### config.mk
export PLATFORM = sky130hd
export DESIGN_NAME = apb_reg_initiator
export DESIGN_NICKNAME = d
export VERILOG_FILES = /design/src/rtl/apb_reg_initiator.sv
export SDC_FILE = /design/constraint.sdc
export NUM_CORES = 1
export LEC_CHECK = 0
export BUFFER_PORTS_ARGS = -buffer_cell sky130_fd_sc_hd__buf_2
export CORE_UTILIZATION = 49
export CTS_CLUSTER_SIZE = 10
export DETAILED_ROUTE_END_ITERATION = 12
export PLACE_DENSITY_LB_ADDON = 0.12
export SETUP_SLACK_MARGIN = 0.1
export SYNTH_ARGS = -nofsm -noshare
export SYNTH_HDL_FRONTEND = slang
export SYNTH_SLANG_ARGS = --single-unit
export TNS_END_PERCENT = 1
### constraint.sdc
create_clock -name clk -period 3.68 [get_ports clk]
set_input_delay 0.184 -clock clk [delete_from_list [all_inputs] [get_ports clk]]
set_output_delay 0.184 -clock clk [all_outputs]
set_load 0.005 [all_outputs]
### src/rtl/apb_reg_initiator.sv
// APB requester: accepts one register access on a valid/ready request channel, runs the
// APB SETUP/ACCESS phases and returns read data and error status on a response channel.
module apb_reg_initiator #(
   parameter int          TIMEOUT_CYCLES = 256,
   parameter logic [31:0] TIMEOUT_DATA   = 32'hBADD_C0DE
) (
   input  logic        clk,
   input  logic        rst,
   input  logic        req_valid,
   output logic        req_ready,
   input  logic        req_write,
   input  logic [31:0] req_addr,
   input  logic [31:0] req_wdata,
   output logic        rsp_valid,
   input  logic        rsp_ready,
   output logic [31:0] rsp_rdata,
   output logic        rsp_err,
   output logic        rsp_timeout,
   output logic [31:0] paddr,
   output logic        psel,
   output logic        penable,
   output logic        pwrite,
   output logic [31:0] pwdata,
   input  logic [31:0] prdata,
   input  logic        pready,
   input  logic        pslverr
);

   // A zero TIMEOUT_CYCLES disables the timeout; keep the counter at least one bit wide.
   localparam int CW = (TIMEOUT_CYCLES > 32'sd0) ? $clog2(TIMEOUT_CYCLES + 32'sd1) : 32'sd1;
   localparam logic [CW-1:0] CNT_LIMIT = CW'(TIMEOUT_CYCLES - 32'sd1);
   localparam logic [CW-1:0] CNT_MAX   = {CW{1'b1}};

   typedef enum logic [1:0] {
      ST_IDLE   = 2'd0,
      ST_SETUP  = 2'd1,
      ST_ACCESS = 2'd2,
      ST_RESP   = 2'd3
   } state_t;

   state_t        state_r, state_s;
   logic [CW-1:0] cnt_r, cnt_s;
   logic          psel_r, psel_s;
   logic          penable_r, penable_s;
   logic          pwrite_r, pwrite_s;
   logic [31:0]   paddr_r, paddr_s;
   logic [31:0]   pwdata_r, pwdata_s;
   logic          rsp_valid_r, rsp_valid_s;
   logic [31:0]   rsp_rdata_r, rsp_rdata_s;
   logic          rsp_err_r, rsp_err_s;
   logic          rsp_timeout_r, rsp_timeout_s;

   assign req_ready   = (state_r == ST_IDLE) && !rst;
   assign psel        = psel_r;
   assign penable     = penable_r;
   assign pwrite      = pwrite_r;
   assign paddr       = paddr_r;
   assign pwdata      = pwdata_r;
   assign rsp_valid   = rsp_valid_r;
   assign rsp_rdata   = rsp_rdata_r;
   assign rsp_err     = rsp_err_r;
   assign rsp_timeout = rsp_timeout_r;

   // Next-state and next-output logic; every output is registered from these values.
   always_comb begin
      state_s       = state_r;
      cnt_s         = cnt_r;
      psel_s        = psel_r;
      penable_s     = penable_r;
      pwrite_s      = pwrite_r;
      paddr_s       = paddr_r;
      pwdata_s      = pwdata_r;
      rsp_valid_s   = rsp_valid_r;
      rsp_rdata_s   = rsp_rdata_r;
      rsp_err_s     = rsp_err_r;
      rsp_timeout_s = rsp_timeout_r;
      case (state_r)
         ST_IDLE: begin
            if (req_valid && req_ready) begin
               state_s  = ST_SETUP;
               psel_s   = 1'b1;
               paddr_s  = req_addr;
               pwdata_s = req_wdata;
               pwrite_s = req_write;
            end else begin
               state_s = ST_IDLE;
            end
         end
         ST_SETUP: begin
            state_s   = ST_ACCESS;
            penable_s = 1'b1;
            cnt_s     = {CW{1'b0}};
         end
         ST_ACCESS: begin
            // pready on the limit cycle still completes normally
            if (pready) begin
               state_s       = ST_RESP;
               psel_s        = 1'b0;
               penable_s     = 1'b0;
               rsp_valid_s   = 1'b1;
               rsp_rdata_s   = pwrite_r ? 32'h0000_0000 : prdata;
               rsp_err_s     = pslverr;
               rsp_timeout_s = 1'b0;
            end else if ((TIMEOUT_CYCLES != 32'sd0) && (cnt_r == CNT_LIMIT)) begin
               state_s       = ST_RESP;
               psel_s        = 1'b0;
               penable_s     = 1'b0;
               rsp_valid_s   = 1'b1;
               rsp_rdata_s   = TIMEOUT_DATA;
               rsp_err_s     = 1'b1;
               rsp_timeout_s = 1'b1;
            end else begin
               cnt_s = (cnt_r == CNT_MAX) ? cnt_r : cnt_r + CW'(1);
            end
         end
         ST_RESP: begin
            if (rsp_ready) begin
               state_s     = ST_IDLE;
               rsp_valid_s = 1'b0;
            end else begin
               state_s = ST_RESP;
            end
         end
         default: begin
            state_s     = ST_IDLE;
            psel_s      = 1'b0;
            penable_s   = 1'b0;
            rsp_valid_s = 1'b0;
         end
      endcase
   end

   // State and output registers with synchronous reset.
   always_ff @(posedge clk) begin
      if (rst) begin
         state_r       <= ST_IDLE;
         cnt_r         <= {CW{1'b0}};
         psel_r        <= 1'b0;
         penable_r     <= 1'b0;
         pwrite_r      <= 1'b0;
         paddr_r       <= 32'h0000_0000;
         pwdata_r      <= 32'h0000_0000;
         rsp_valid_r   <= 1'b0;
         rsp_rdata_r   <= 32'h0000_0000;
         rsp_err_r     <= 1'b0;
         rsp_timeout_r <= 1'b0;
      end else begin
         state_r       <= state_s;
         cnt_r         <= cnt_s;
         psel_r        <= psel_s;
         penable_r     <= penable_s;
         pwrite_r      <= pwrite_s;
         paddr_r       <= paddr_s;
         pwdata_r      <= pwdata_s;
         rsp_valid_r   <= rsp_valid_s;
         rsp_rdata_r   <= rsp_rdata_s;
         rsp_err_r     <= rsp_err_s;
         rsp_timeout_r <= rsp_timeout_s;
      end
   end

endmodule

* Word-level counts from Yosys, hierarchy flattened
Index checks and enable logic that the tools add are counted.
** Storage, ports and cells
- Register bits after elaboration :: 113
- Bits of input ports :: 103
- Output and inout port bits :: 103
** Cells by class
- Equality and inequality tests :: 11
- Muxes and demuxes :: 23
- Add/subtract/negate cells :: 1
- Reduce and logical (&&, ||, !) cells :: 14
** Operators by type and width (count)
- 32-bit 2-to-1 mux :: 3
- 9-bit 2-to-1 mux :: 3
- 9-bit case mux with 2 select lines :: 1
- 9-bit by 1-bit adder with 9-bit output, second input constant :: 1
- 9-bit by 8-bit equality test with 1-bit output, second input constant :: 1
- 9-bit equality test, second input constant :: 1
- 1-bit 2-to-1 mux :: 9
- 2-bit inequality test, second input constant :: 4
- 2-bit case mux with 4 select lines :: 1
- 2-bit nonzero test :: 4
- 2-bit 2-to-1 mux :: 3
- 1-bit case mux with 2 select lines :: 3
- 2-bit AND reduction :: 3
- 3-bit AND reduction :: 2
- 2-bit equality test, second input constant :: 2
- 4-bit AND reduction :: 1
- 3-bit inequality test, second input constant :: 1
- 2-bit by 1-bit equality test with 1-bit output, second input constant :: 1
- 1-bit logical AND :: 2
- 2-bit logical NOT :: 1
- 2-bit by 1-bit inequality test with 1-bit output, second input constant :: 1
- 1-bit logical NOT :: 1

* Depth between registers and ports, before layout
- Word-level depth :: 5
- Mapped depth :: 9
- Depth with buffers taken out :: 7

* Least setup slack after synthesis
Ideal clock, no wire load.
- Kind :: register to register
- From :: register cnt_r[0]
- To :: register cnt_r[4]
- Cell stages (with the launch flop) :: 9
- Data required time :: 3.610 ns
- Arrival :: 1.933 ns
- Path buffers :: 1
- Period minus slack after synthesis :: 2.003 ns
- Setup slack :: 1.677 ns
- Cell sequence :: dfxtp_1 ha_1 nand3_1 nor2_1 ha_1 or3_4 buf_6 or4_1 a21oi_1
** On the way
- Longest elaborated chain between the ends :: 5
- Elaborated cells on any way between the ends :: 10
- Those cells by class :: add/sub: 1; eq/ne: 4; mux: 4; reduce/logical: 1
** Ends and longest elaborated chain
- start, declared :: line 42 : logic [CW-1:0] cnt_r, cnt_s;
- start signal, assigned :: line 137 : cnt_r <= {CW{1'b0}};
- start signal, assigned :: line 149 : cnt_r <= cnt_s;
- 9-bit by 1-bit adder with 9-bit output :: line 113 : cnt_s = (cnt_r == CNT_MAX) ? cnt_r : cnt_r + CW'(1);
- 9-bit 2-to-1 mux :: line 113
- 9-bit 2-to-1 mux :: line 104 : end else if ((TIMEOUT_CYCLES != 32'sd0) && (cnt_r == CNT_LIMIT)) begin
- 9-bit 2-to-1 mux :: line 96 : if (pready) begin
- 9-bit case mux with 2 select lines :: line 77 : case (state_r)
Several ways; a longest one is shown, not always the timed one. The select of a mux whose other input is x is not followed.
A chain may end at the register's enable or synchronous reset.

* Worst setup path in the final report
- From :: register cnt_r[0]
- To :: register psel_r, in the netlist psel
** On the way
- Longest elaborated chain between the ends :: 3
** Ends and longest elaborated chain
- 9-bit by 8-bit equality test with 1-bit output :: line 104
- 3-bit inequality test (no line)
- 3-bit AND reduction (no line)
- end signal, assigned :: line 150 : psel_r <= psel_s;
- end, declared :: line 43 : logic psel_r, psel_s;
No other way between the ends.

==> summary.txt <==
Floorplanning
  • Starting Density: 51.2%
  • Die X: 95.1 um
  • Die Height: 95.1 um
  • I/O pin total: 206
  • Core Rows: 33
  • Die ar.: 0.00904 mm^2
  • Core area: 0.00830 mm^2

Global route
  • Busiest layer in global routing: met2
  • Met3 Use GR: 10.1%
  • Initial antenna violation count: 1
  • Vias in the first global route: 4,590
  • Met2 GRT Util: 53.2%
  • Total Routing Usage GR: 31.0%
  • Total gr overflow: 0
  • First-pass GRT wire length: 21,500 um
  • Largest net degree at the start of global routing: 132
  • Met1 Use GR: 33.8%

Setup path
  • WP depth: 7
  • Depth of the worst register-to-register path: 7
  • Worst R2R End: psel$_SDFFE_PP0P_
  • Critical path arrival: 2.75 ns
  • CP delay by family, top: simple AND/OR/NAND/NOR gates
  • CP Cell Sequence: ha_1 -> nand3_1 -> nor2_1 -> ha_1 -> or2_1 -> nand2_1 -> a31o_2
  • Worst-path fanout max: 25
  • WP buf/inv: 0
  • Reg2Reg Launch Point: cnt_r[0]$_SDFFE_PP0P_
  • CP max stage cell: or2_1
  • Reg-to-reg slack, setup: 1.33 ns
  • Endpoint type of the worst setup path: register
  • CP startpoint kind: register
  • CP peak stage delay: 0.68 ns
  • Cell mode on critical path: ha_1
  • Critical path class: reg -> reg
  • Critical path required time: 4.08 ns

Placed design
  • Port Buffers: 205
  • HPWL after DPL: 7580 um
  • Pre-CTS WS: 1.33 ns
  • Placed insts: 790
  • GPL Wtd Cong: 0.758

Hold path
  • Min-Delay Endpoint: rsp_rdata[6]$_SDFFE_PP0P_
  • Worst min path class: in -> reg
  • Hold wc startpoint: prdata[6]
  • Hold Path Stages: 3

Timing
  • Clk_skew: 0.00711 ns
  • Setup ws final: 1.33 ns
  • Hold Fails Final Rpt: 0
  • Slew HR: 19.0%
  • Unrepaired setup endpoints after global routing: false
  • Fmax: 0.425 GHz
  • Fin Hold WS: 0.000111 ns
  • Final worst path period share: 63.9%
  • Final setup vio count: 0
  • Worst slew pin tran: 1.21 ns
  • Final Critical Period: 2.35 ns
  • Setup TNS: 0 ns
  • Max-slew violations: 0

Cells and area
  • Layout cells sized above 1: 29.3%
  • Area growth syn-to-layout: 58.1%
  • Layout Cells excl Fill: 916
  • Fillers: 524
  • Fin nets: 905

Outcome
  • Status: completed

Clocking
  • H-tree depth: 4
  • CTS root buf: clkbuf_8
  • Later-pin clock latency in the skew report: 0.51 ns
  • TritonCTS clock tree: yes
  • Clk sinks: 113
  • Clock buffer depth: 2
  • Post_cts resized: 0
  • Reg clk slew, reported paths: 0.05 ns
  • Num CTS Buffers: 17

Drt
  • Vias per inst: 5.24
  • ANT nets after route: 0
  • Initial drt markers: 229
  • Wirelength per Cell: 14.9 um
  • Drt pass-1 iters: 5
  • Via count: 4,801
  • DRC viols: 0
  • Routed wire length: 13,600 um

Power
  • Leakage: 2.99 nW
  • Pwr dens: 492 mW/mm^2
  • Max VDD drop: 0.425 mV
  • Power consumption: 0.00330 W

Synthesis
  • Post-synth top area share: 53.3%
  • Yosys reg bits: 113
  • Sequential share of the synthesized area: 53.3%
  • Yosys warns: 0
  • Mapped Area: 0.00425 mm^2
  • Yosys top cell by area: dfxtp_1
  • Mapped Nets: 632
  • Synth area leaders: dfxtp_1 (53%), nand2_1 (12%), o21ai_0 (9.3%), a21oi_1 (7.3%), clkbuf_1 (2.8%)
  • Mapped Cells: 526
  • Synth unique cells: 31
  • Avg Inst Size Synth: 8.07 um^2

Job
  • Max-capacitance violation count: 0
[how the worst max path moves through the flow]
stage / from / end
after global placement: cnt_r[0]$_SDFFE_PP0P_ / psel$_SDFFE_PP0P_
after CTS: cnt_r[0]$_SDFFE_PP0P_ / psel$_SDFFE_PP0P_
after global routing: cnt_r[0]$_SDFFE_PP0P_ / psel$_SDFFE_PP0P_
after floorplan: cnt_r[0]$_SDFFE_PP0P_ / cnt_r[4]$_SDFFE_PP0P_
final: cnt_r[0]$_SDFFE_PP0P_ / psel$_SDFFE_PP0P_
after detailed placement: cnt_r[0]$_SDFFE_PP0P_ / psel$_SDFFE_PP0P_
[flip-flops by register name, summed over array words and instances (netlist names)]
name / count
cnt_r: 9
paddr: 32
penable: 1
psel: 1
pwdata: 32
pwrite: 1
rsp_err: 1
rsp_rdata: 32
rsp_timeout: 1
rsp_valid: 1
state_r: 2
[report_power, final]
group	switching, W	internal [W]
Combinational	0.000221	0.000212
Clock	0.000525	0.000986
Sequential	0.0000484	0.00131
[synthesized netlist by cell type]
cell,instances
a21oi_1,62
a2bb2oi_1,1
a311oi_1,1
a31o_2,1
and3_1,1
buf_1,1
buf_2,13
buf_6,2
clkbuf_1,32
dfxtp_1,113
ha_1,3
inv_1,5
mux2i_1,3
nand2_1,136
nand2b_1,2
nand3_1,8
nand3b_1,4
nand4_1,14
nand4b_1,1
nor2_1,6
nor2b_1,1
nor3_1,21
nor4_1,3
nor4b_2,1
o211ai_1,2
o21ai_0,79
o31ai_1,4
or2_1,1
or3_1,1
or3_4,1
or4_1,3
[final cells by class]
type                    instances  area [um^2]  area share (%)
inverters                       5         18.8           0.279
clock buffers                  24          460            6.86
well taps                     105          131            1.96
flip-flops and latches        113         2260            33.7
multi-input cells             360         1770            26.3
clock inverters                 6         82.6            1.23
repair buffers                302         1990            29.7
diodes                          1         2.50          0.0373
[worst reg2reg max path, delay by kind of cell, from the launching register on]
family / cells / cell delay [ns]
AOI/OAI and AO/OA: 1 / 0.29
adders and majority gates: 2 / 0.46
DFF: 1 / 0.37
and+or+nand+nor: 4 / 1.13
[cells in the final DEF, fill, tap and decap left out, types with 3 or more instances in the layout]
cell / count
nand2_1: 136
ha_1: 3
nor2_1: 6
nor4_1: 3
mux2i_1: 3
o31ai_1: 4
clkinv_2: 3
dfxtp_1: 113
or4_1: 3
clkbuf_16: 16
buf_2: 205
nand3b_1: 4
clkbuf_1: 5
inv_1: 4
a21oi_1: 62
nor3_1: 21
nand3_1: 8
o21ai_0: 79
dlygate4sd3_1: 95
nand4_1: 14
clkbuf_8: 3
[cells by family (layout without fill, tap and decap cells)]
group	Yosys count	after routing	synth area share, %
AOI/OAI and AO/OA	150	150	18.3
adders and majority gates	3	3	0.884
other	0	1	0
buffers and inverters	53	337	5.42
and+or+nand+nor	204	204	21.4
DFF	113	113	53.3
muxes	3	3	0.707
[metrics by stage]
step | utilization [%] | instance area, um^2
finish | 80.9 | 6720
global route | 80.9 | 6720
CTS | 80.9 | 6710
detailed placement | 62.9 | 5220
global placement | 62.9 | 5220
floorplan | - | 4250
[per-layer routing]
| layer | routed length (um) | part of all wire (%) |
|---|---|---|
| met1 | 5220 | 38 |
| met2 | 6890 | 50 |
| met3 | 970 | 7.1 |
| met4 | 563 | 4.1 |
| met5 | 0 | 0 |
[timing repair]
item / in CTS / in global routing
hold buffers: 95 / 0
endpoints found under the hold margin: 95 / 0
buffers inserted: 0 / 0
setup endpoints to repair: 0 / 0
No activity file was read; power rests on OpenSTA's default activity.
